<file path="src/rtl/vec_normalize_scale.sv">
// Pairs buffered Q8.24 direction vectors with their returned 1/|v| scalars in FIFO order
// and scales x, y, z through one shared saturating multiplier, one component per cycle.
module vec_normalize_scale #(
    parameter int WIDTH = 32,
    parameter int DEPTH = 4
) (
    input  logic             clk,
    input  logic             rst,
    input  logic             vec_valid,
    output logic             vec_ready,
    input  logic [WIDTH-1:0] vec_x,
    input  logic [WIDTH-1:0] vec_y,
    input  logic [WIDTH-1:0] vec_z,
    input  logic             inv_valid,
    input  logic [WIDTH-1:0] inv_sqrt,
    output logic             out_valid,
    input  logic             out_ready,
    output logic [WIDTH-1:0] out_x,
    output logic [WIDTH-1:0] out_y,
    output logic [WIDTH-1:0] out_z,
    output logic             ovf
);
    localparam int PW   = $clog2(DEPTH);
    localparam int CW   = PW + 1;
    localparam int FRAC = WIDTH - 8;
    localparam logic [CW-1:0] FULL = CW'(DEPTH);
    localparam logic signed [2*WIDTH-1:0] SAT_HI = $signed({{(WIDTH+1){1'b0}}, {(WIDTH-1){1'b1}}});
    localparam logic signed [2*WIDTH-1:0] SAT_LO = $signed({{(WIDTH+1){1'b1}}, {(WIDTH-1){1'b0}}});

    typedef enum logic [2:0] {IDLE, MUL_X, MUL_Y, MUL_Z, DONE} state_t;

    // Full-precision product, arithmetic shift back to Q8.24, then clamp to the word range.
    function automatic logic signed [WIDTH-1:0] mul_sat(input logic signed [WIDTH-1:0] a,
                                                        input logic signed [WIDTH-1:0] b);
        logic signed [2*WIDTH-1:0] w_full;
        w_full = (2*WIDTH)'(a) * (2*WIDTH)'(b);
        w_full = w_full >>> FRAC;
        if (w_full > SAT_HI)
            return $signed({1'b0, {(WIDTH-1){1'b1}}});
        else if (w_full < SAT_LO)
            return $signed({1'b1, {(WIDTH-1){1'b0}}});
        else
            return $signed(w_full[WIDTH-1:0]);
    endfunction

    logic signed [WIDTH-1:0] r_fx [DEPTH];
    logic signed [WIDTH-1:0] r_fy [DEPTH];
    logic signed [WIDTH-1:0] r_fz [DEPTH];
    logic signed [WIDTH-1:0] r_fs [DEPTH];
    logic [PW-1:0]           r_vwp, r_vrp, r_swp, r_srp;
    logic [CW-1:0]           r_vcnt, r_scnt;
    logic                    r_up;
    state_t                  r_state;
    logic signed [WIDTH-1:0] r_wx, r_wy, r_wz, r_ws;

    logic                    w_vpush, w_spush, w_both, w_pop;
    logic signed [WIDTH-1:0] w_op, w_prod;

    // r_up keeps vec_ready low through reset without looking at rst combinationally.
    assign vec_ready = r_up && (r_vcnt < FULL);
    assign w_vpush   = vec_valid && vec_ready;
    assign w_spush   = inv_valid && (r_scnt < FULL);
    assign w_both    = (r_vcnt != '0) && (r_scnt != '0);
    assign w_pop     = w_both && ((r_state == IDLE) || ((r_state == DONE) && out_ready));

    always_comb begin
        w_op = r_wx;
        case (r_state)
            MUL_Y:   w_op = r_wy;
            MUL_Z:   w_op = r_wz;
            default: w_op = r_wx;
        endcase
    end

    assign w_prod = mul_sat(w_op, r_ws);

    // Storage and working operands carry no reset; validity is tracked by counts and state.
    always_ff @(posedge clk) begin
        if (w_vpush) begin
            r_fx[r_vwp] <= vec_x;
            r_fy[r_vwp] <= vec_y;
            r_fz[r_vwp] <= vec_z;
        end
        if (w_spush)
            r_fs[r_swp] <= inv_sqrt;
        if (w_pop) begin
            r_wx <= r_fx[r_vrp];
            r_wy <= r_fy[r_vrp];
            r_wz <= r_fz[r_vrp];
            r_ws <= r_fs[r_srp];
        end
    end

    always_ff @(posedge clk) begin
        if (rst) begin
            r_up      <= 1'b0;
            r_vwp     <= '0;
            r_vrp     <= '0;
            r_swp     <= '0;
            r_srp     <= '0;
            r_vcnt    <= '0;
            r_scnt    <= '0;
            ovf       <= 1'b0;
            r_state   <= IDLE;
            out_valid <= 1'b0;
            out_x     <= '0;
            out_y     <= '0;
            out_z     <= '0;
        end else begin
            r_up <= 1'b1;
            if (w_vpush)
                r_vwp <= r_vwp + PW'(1);
            if (w_spush)
                r_swp <= r_swp + PW'(1);
            else if (inv_valid)
                ovf <= 1'b1;
            if (w_pop) begin
                r_vrp <= r_vrp + PW'(1);
                r_srp <= r_srp + PW'(1);
            end
            r_vcnt <= r_vcnt + CW'(w_vpush) - CW'(w_pop);
            r_scnt <= r_scnt + CW'(w_spush) - CW'(w_pop);

            case (r_state)
                IDLE: begin
                    if (w_pop)
                        r_state <= MUL_X;
                end
                MUL_X: begin
                    out_x   <= w_prod;
                    r_state <= MUL_Y;
                end
                MUL_Y: begin
                    out_y   <= w_prod;
                    r_state <= MUL_Z;
                end
                MUL_Z: begin
                    out_z     <= w_prod;
                    out_valid <= 1'b1;
                    r_state   <= DONE;
                end
                DONE: begin
                    if (out_ready) begin
                        out_valid <= 1'b0;
                        r_state   <= w_pop ? MUL_X : IDLE;
                    end
                end
                default: r_state <= IDLE;
            endcase
        end
    end
endmodule

</file>
<file path="config.mk">
export PLATFORM = sky130hd
export DESIGN_NAME = vec_normalize_scale
export DESIGN_NICKNAME = d
export VERILOG_FILES = /design/src/rtl/vec_normalize_scale.sv
export SDC_FILE = /design/constraint.sdc
export NUM_CORES = 2
export LEC_CHECK = 0
export CAP_MARGIN = 40
export CELL_PAD_IN_SITES_DETAIL_PLACEMENT = 0
export CELL_PAD_IN_SITES_GLOBAL_PLACEMENT = 1
export CORE_MARGIN = 1.5
export CORE_UTILIZATION = 26
export CTS_CLUSTER_SIZE = 14
export DETAILED_ROUTE_END_ITERATION = 16
export PLACE_DENSITY = 0.56
export SYNTH_ARGS = -nofsm -noshare
export SYNTH_HDL_FRONTEND = slang
export SYNTH_SLANG_ARGS = --single-unit
export TNS_END_PERCENT = 100
</file>
<file path="constraint.sdc">
create_clock -name clk -period 37 [get_ports clk]
set_input_delay 7.4 -clock clk [delete_from_list [all_inputs] [get_ports clk]]
set_output_delay 7.4 -clock clk [all_outputs]
set_load 0.01 [all_outputs]
</file>
# Yosys cells after proc, flatten, opt, wreduce, memory -nomap -nowiden
# Memory sizes are Yosys's and may differ from the RTL's. A register that Yosys moved wholly into a read port is not among the register bits.
# Index checks and enable logic that the tools add are counted.
dict set report totals {
  regBits 116
  latch_bits 0
  ram_bits 512
  romBits 0
  out_inout_bits 99
  wordCells 65
  memories 4
}
dict set report op_classes {
  n_addsub 8
  multipliers 1
  div_mod_pow 0
  order_cmp 4
  n_eq_ne 6
  shifts 0
  muxes 14
  bitwise_logic 1
  n_reduce_logical 14
}
# name depth width rd rd_ports_with_merged_regs wr line_no
set memory_table {}
lappend memory_table {r_fs 4 32 1 1 1 49} ;# logic signed [WIDTH-1:0] r_fs [DEPTH];
lappend memory_table {r_fx 4 32 1 1 1 46} ;# logic signed [WIDTH-1:0] r_fx [DEPTH];
lappend memory_table {r_fy 4 32 1 1 1 47} ;# logic signed [WIDTH-1:0] r_fy [DEPTH];
lappend memory_table {r_fz 4 32 1 1 1 48} ;# logic signed [WIDTH-1:0] r_fz [DEPTH];
# op count
set ops {}
lappend ops {{multiplier 32 x 32 -> 64 bit} 1}
lappend ops {{2-to-1 mux 32 bit} 2}
lappend ops {{one-hot mux 32 bit (2 select lines)} 1}
lappend ops {{> comparator 40 x 32 -> 1 bit (second input constant)} 1}
lappend ops {{< comparator 40 x 32 -> 1 bit (second input constant)} 1}
lappend ops {{one-hot mux 3 bit (5 select lines)} 1}
lappend ops {{adder 2 x 1 -> 2 bit (second input constant)} 4}
lappend ops {{2-to-1 mux 1 bit} 7}
lappend ops {{adder 3 x 1 -> 3 bit} 2}
lappend ops {{equality test 3 x 2 -> 1 bit (second input constant)} 2}
lappend ops {{logical AND 1 bit} 6}
lappend ops {{< comparator 3 bit (second input constant)} 2}
lappend ops {{2-to-1 mux 3 bit} 2}
lappend ops {{AND reduction 2 bit} 3}
lappend ops {{nonzero test 3 bit} 2}
lappend ops {{subtractor 3 x 1 -> 3 bit} 2}
lappend ops {{inequality test 2 bit (second input constant)} 2}
lappend ops {{equality test 3 x 1 -> 1 bit (second input constant)} 1}
lappend ops {{equality test 3 bit (second input constant)} 1}
lappend ops {{zero test 3 bit} 1}
lappend ops {{one-hot mux 1 bit (2 select lines)} 1}
lappend ops {{nonzero test 2 bit} 1}
lappend ops {{logical OR 1 bit} 1}
lappend ops {{NOT 1 bit} 1}

# Depth between registers and ports, before layout
dict set report logic_depth {
  word_depth 7
  mapped_depth 39
}

# Least setup slack after synthesis
# No wires, ideal clock.
dict set report synth_path {
  kind {input to register}
  startpoint {input port out_ready}
  endpoint {register r_scnt[2]}
  setup_time_ns 0.128
  arrival_time_ns 31.646
  required_ns 36.872
  setup_slack_ns 5.226
  cell_stages 10
  path_buffers 0
  cell_sequence {inv_1 -> a2111oi_0 -> ha_1 -> inv_1 -> ha_1 -> inv_1 -> fa_1 -> xor2_1 -> xnor2_1 -> nor2_1}
}
dict set report synth_between {
  elab_chain_len 4
}
# item line_no
set synth_lines {}
lappend synth_lines {{from (decl)} 17} ;# input logic out_ready,
lappend synth_lines {{logical AND 1 bit} 64} ;# assign w_pop = w_both && ((r_state == IDLE) || ((r_state == DONE) && out_ready));
lappend synth_lines {{logical OR 1 bit} 64}
lappend synth_lines {{logical AND 1 bit} 64}
lappend synth_lines {{net w_pop} 56} ;# logic w_vpush, w_spush, w_both, w_pop;
lappend synth_lines {{subtractor 3 x 1 -> 3 bit} 122} ;# r_scnt <= r_scnt + CW'(w_spush) - CW'(w_pop);
lappend synth_lines {{to (signal assigned)} 122}
lappend synth_lines {{to (decl)} 51} ;# logic [CW-1:0] r_vcnt, r_scnt;
# The timed path passes the listed nets, and every way through them passes these cells.
# A chain may end at the register's enable or synchronous reset.

# Final worst setup path
dict set report layout_path {
  startpoint {register r_state[2]}
  endpoint {register out_x[16]}
}
dict set report layout_between {
  elab_chain_len 6
}
# item line_no
set layout_lines {}
lappend layout_lines {{from (decl)} 53} ;# state_t r_state;
lappend layout_lines {{from (signal assigned)} 145} ;# r_state <= w_pop ? MUL_X : IDLE;
lappend layout_lines {{equality test 3 x 2 -> 1 bit} 68} ;# case (r_state)
lappend layout_lines {{one-hot mux 32 bit (2 select lines)} 68}
lappend layout_lines {{multiplier 32 x 32 -> 64 bit} 36} ;# w_full = (2*WIDTH)'(a) * (2*WIDTH)'(b);
lappend layout_lines {{< comparator 40 x 32 -> 1 bit} 40} ;# else if (w_full < SAT_LO)
lappend layout_lines {{2-to-1 mux 32 bit} 40}
lappend layout_lines {{2-to-1 mux 32 bit} 38} ;# if (w_full > SAT_HI)
lappend layout_lines {{to (signal assigned)} 130} ;# out_x <= w_prod;
lappend layout_lines {{to (decl)} 18} ;# output logic [WIDTH-1:0] out_x,
# Parallel ways exist; a longest one is shown, timed or not.

==> metrics.txt <==
DR pass1 iterations 5; first-pass GRT wire length 272,000 um; Max Cap Viol 0; post-synthesis cell type count 70; largest net degree at the start of global routing between 50 and 60; Port Buf Inserts 231; post-synthesis mux area share between 5 and 6%; met1 Use GR roughly a fifth; Core Rows 181; core area between 200,000 and 250,000 um2; WL/cell slightly above 20 um; number of enable flip-flop cells after synthesis 640; met2 Resource Use GR about 25%; initial antenna violation count 20; placed cell areas 69,700 um2; status finished clean; drt via density approximately 4.4; crit-path max FO 38; Final Cycle Share just over 30%; total congestion overflow 0; TritonCTS Sinks between 700 and 800; yosys warns 0; final instance area 72,400 um2; Post-Synthesis Cells between 5,000 and 6,000; clock slew at reported path FFs roughly 60 ps; final worst clock skew between 60 and 70 ps; slew margin rel. about 44%; post-synthesis sequential element count 756; Worst path slowest cell fa_1; count leader, synth fa_1; gpl congestion roughly 0.83; fin crit period around 11,000 ps; crit path capture type flip-flop; Finished Core Util 29.8%; DRC 0; worst slew pin tran ~830 ps; Total GRT Usage 14.6%; Hold WC Path Type flip-flop to flip-flop; critical path arrival ~12,000 ps; register area share after synthesis around a third; htree depth 3; Critical Path RT 37,640 ps; via count 38,000; post-synthesis adder-cell area fraction 38.0%; Storage cell area 21,600 um2; complex-gate fraction of the synthesized area under 10%; number of fillers in the final layout between 20,000 and 25,000; Clock Latency Late Sink 710 ps; Die Area around 250,000 um2; PostCTS Resize Cnt 0; Max Fclk 88.4 MHz; Synth Area in XOR/XNOR less than 1%; # IOs about 230; most frequent cell on the critical path fa_1; cell taking the most area after synthesis fa_1; GR Layer Usage met3 under 10%; DR iter-0 viols ~2,000; Avg Cell Area, Syn roughly 12 um2; final setup vio count 0; Synth-to-Final Area Change 14.3%; CTS Buffer Depth 3; syn_nets 6,596; Final Slew Violations 0; Fin Setup TNS 0 ps; multi-input logic area between 30,000 and 40,000 um2; Die H between 400 and 500 um; # nets final around 6,700; Routed Antenna Nets 0; Final HPWL DP 135,000 um; share of layout cells above drive strength 1 8.12%; Root Driver clkbuf_16; Synth area leaders fa_1 (34%), edfxtp_1 (30%), inv_1 (5.6%); simple-gate area share of the yosys netlist 10.4%; final hold viol count 0; Total Wirelength 177,000 um; Die W between 400 and 500 um; area of the mapped netlist about 63,000 um2; post-CTS setup buffer count 0; area share of the largest cell type after synthesis roughly 34%; RSZ-0062 raised after global routing false; CTS tree built; number of global-route vias before repair around 43,000; synth cell count leaders fa_1 (1,083), inv_1 (952), edfxtp_1 (640), nand2_1 (602), and2_1 (521); Post-synth ARST share 0%; largest family of logic cells by synthesized area adder cells; initial core utilization 26.1%; hold bufs inserted after CTS 0; WS Path Type flip-flop to flip-flop; Most Crowded Layer GR met2; CP startpoint kind flip-flop; Post-synth top flop edfxtp_1; TritonCTS buffer count 80; slowest cell delay on critical path 950 ps
-- critical path, delay by kind of cell, from the launching register on --
family,cells,cell delay (ps)
buf+inv,10,2140
simple gates,8,2040
fa+ha+maj,9,4810
flops,1,460
mux,1,330
compound gates,6,1400
-- state kept, by name (all words and copies together), names as in the netlist, 2 cells and up --
name     flops
r_wz        32
r_fy       128
r_fx       128
out_y       32
r_vcnt       3
r_state      3
r_scnt       3
r_wy        32
r_swp        2
out_x       32
r_fs       128
r_vwp        2
r_vrp        2
r_srp        2
r_ws        32
out_z       32
r_fz       128
r_wx        32
-- layout make-up --
cell class                      count  area share [%]
Inverter                          952            4.94
Antenna cell                        9          0.0311
Tap cell                         3202            5.53
Sequential cell                   756            29.8
Timing Repair Buffer              346            4.59
Clock buffer                      110            3.05
Clock inverter                     40           0.664
Multi-Input combinational cell   3191            51.4
-- kinds of logic (layout without fill, tap and decap cells) --
| family | after synthesis | after routing |
|---|---|---|
| other | 0 | 9 |
| buffers and inverters | 1241 | 1448 |
| DFF | 756 | 756 |
| AOI/OAI and AO/OA | 358 | 358 |
| and+or+nand+nor | 1327 | 1327 |
| muxes | 166 | 166 |
| xor gates and xnor gates | 65 | 65 |
| adders and majority gates | 1275 | 1275 |
-- metrics by stage --
step	hold slack, ps	std cells	setup WS (ps)
6_report	490	8606	25680
5_1_grt	510	8597	24920
4_1_cts	495	8597	25530
3_5_place_dp	478	8447	25540
3_3_place_gp	476	8424	25160
2_1_floorplan	469	5188	5230
-- worst paths after layout --
kind	startpoint	to	slack [ps]	cells past startpoint
min reg2reg	out_z[22]$_SDFFE_PP0N_	out_z[22]$_SDFFE_PP0N_	490	1
min	out_z[22]$_SDFFE_PP0N_	out_z[22]$_SDFFE_PP0N_	490	1
max reg2reg	r_state[2]$_SDFFE_PP0P_	out_x[16]$_SDFFE_PP0N_	25680	34
max	r_state[2]$_SDFFE_PP0P_	out_x[16]$_SDFFE_PP0N_	25680	34
-- layout by cell type (no fill, tap or decap), types with 21 or more instances in the layout --
cell type        netlist  layout
dfxtp_1              116     112
nand2_1              602     602
xor2_1                23      23
inv_1                952     952
o21ai_2                1      31
ha_1                 192     192
a221o_1               88      88
fa_1                1083    1083
a21oi_1               91      91
nand4_1               33      33
o21ai_0               76      46
and2_1               521     521
buf_4                  4     103
clkbuf_16              0      80
mux4_2               128     128
edfxtp_1             640     640
clkbuf_1             252      21
nor2_1                92      88
xnor2_1               42      42
clkdlybuf4s50_1        0     230
mux2i_1               33      33
-- per-layer routing --
metal	vias to the layer above	part of all wire [%]
met3	160	4.0
met4	20	1.8
li1	16800	-
met5	-	0.075
met2	706	49
met1	20300	45
Power is left out: the tool's default activity adds up to more than one toggle a clock period on the data nets, which glitch-free logic cannot reach.
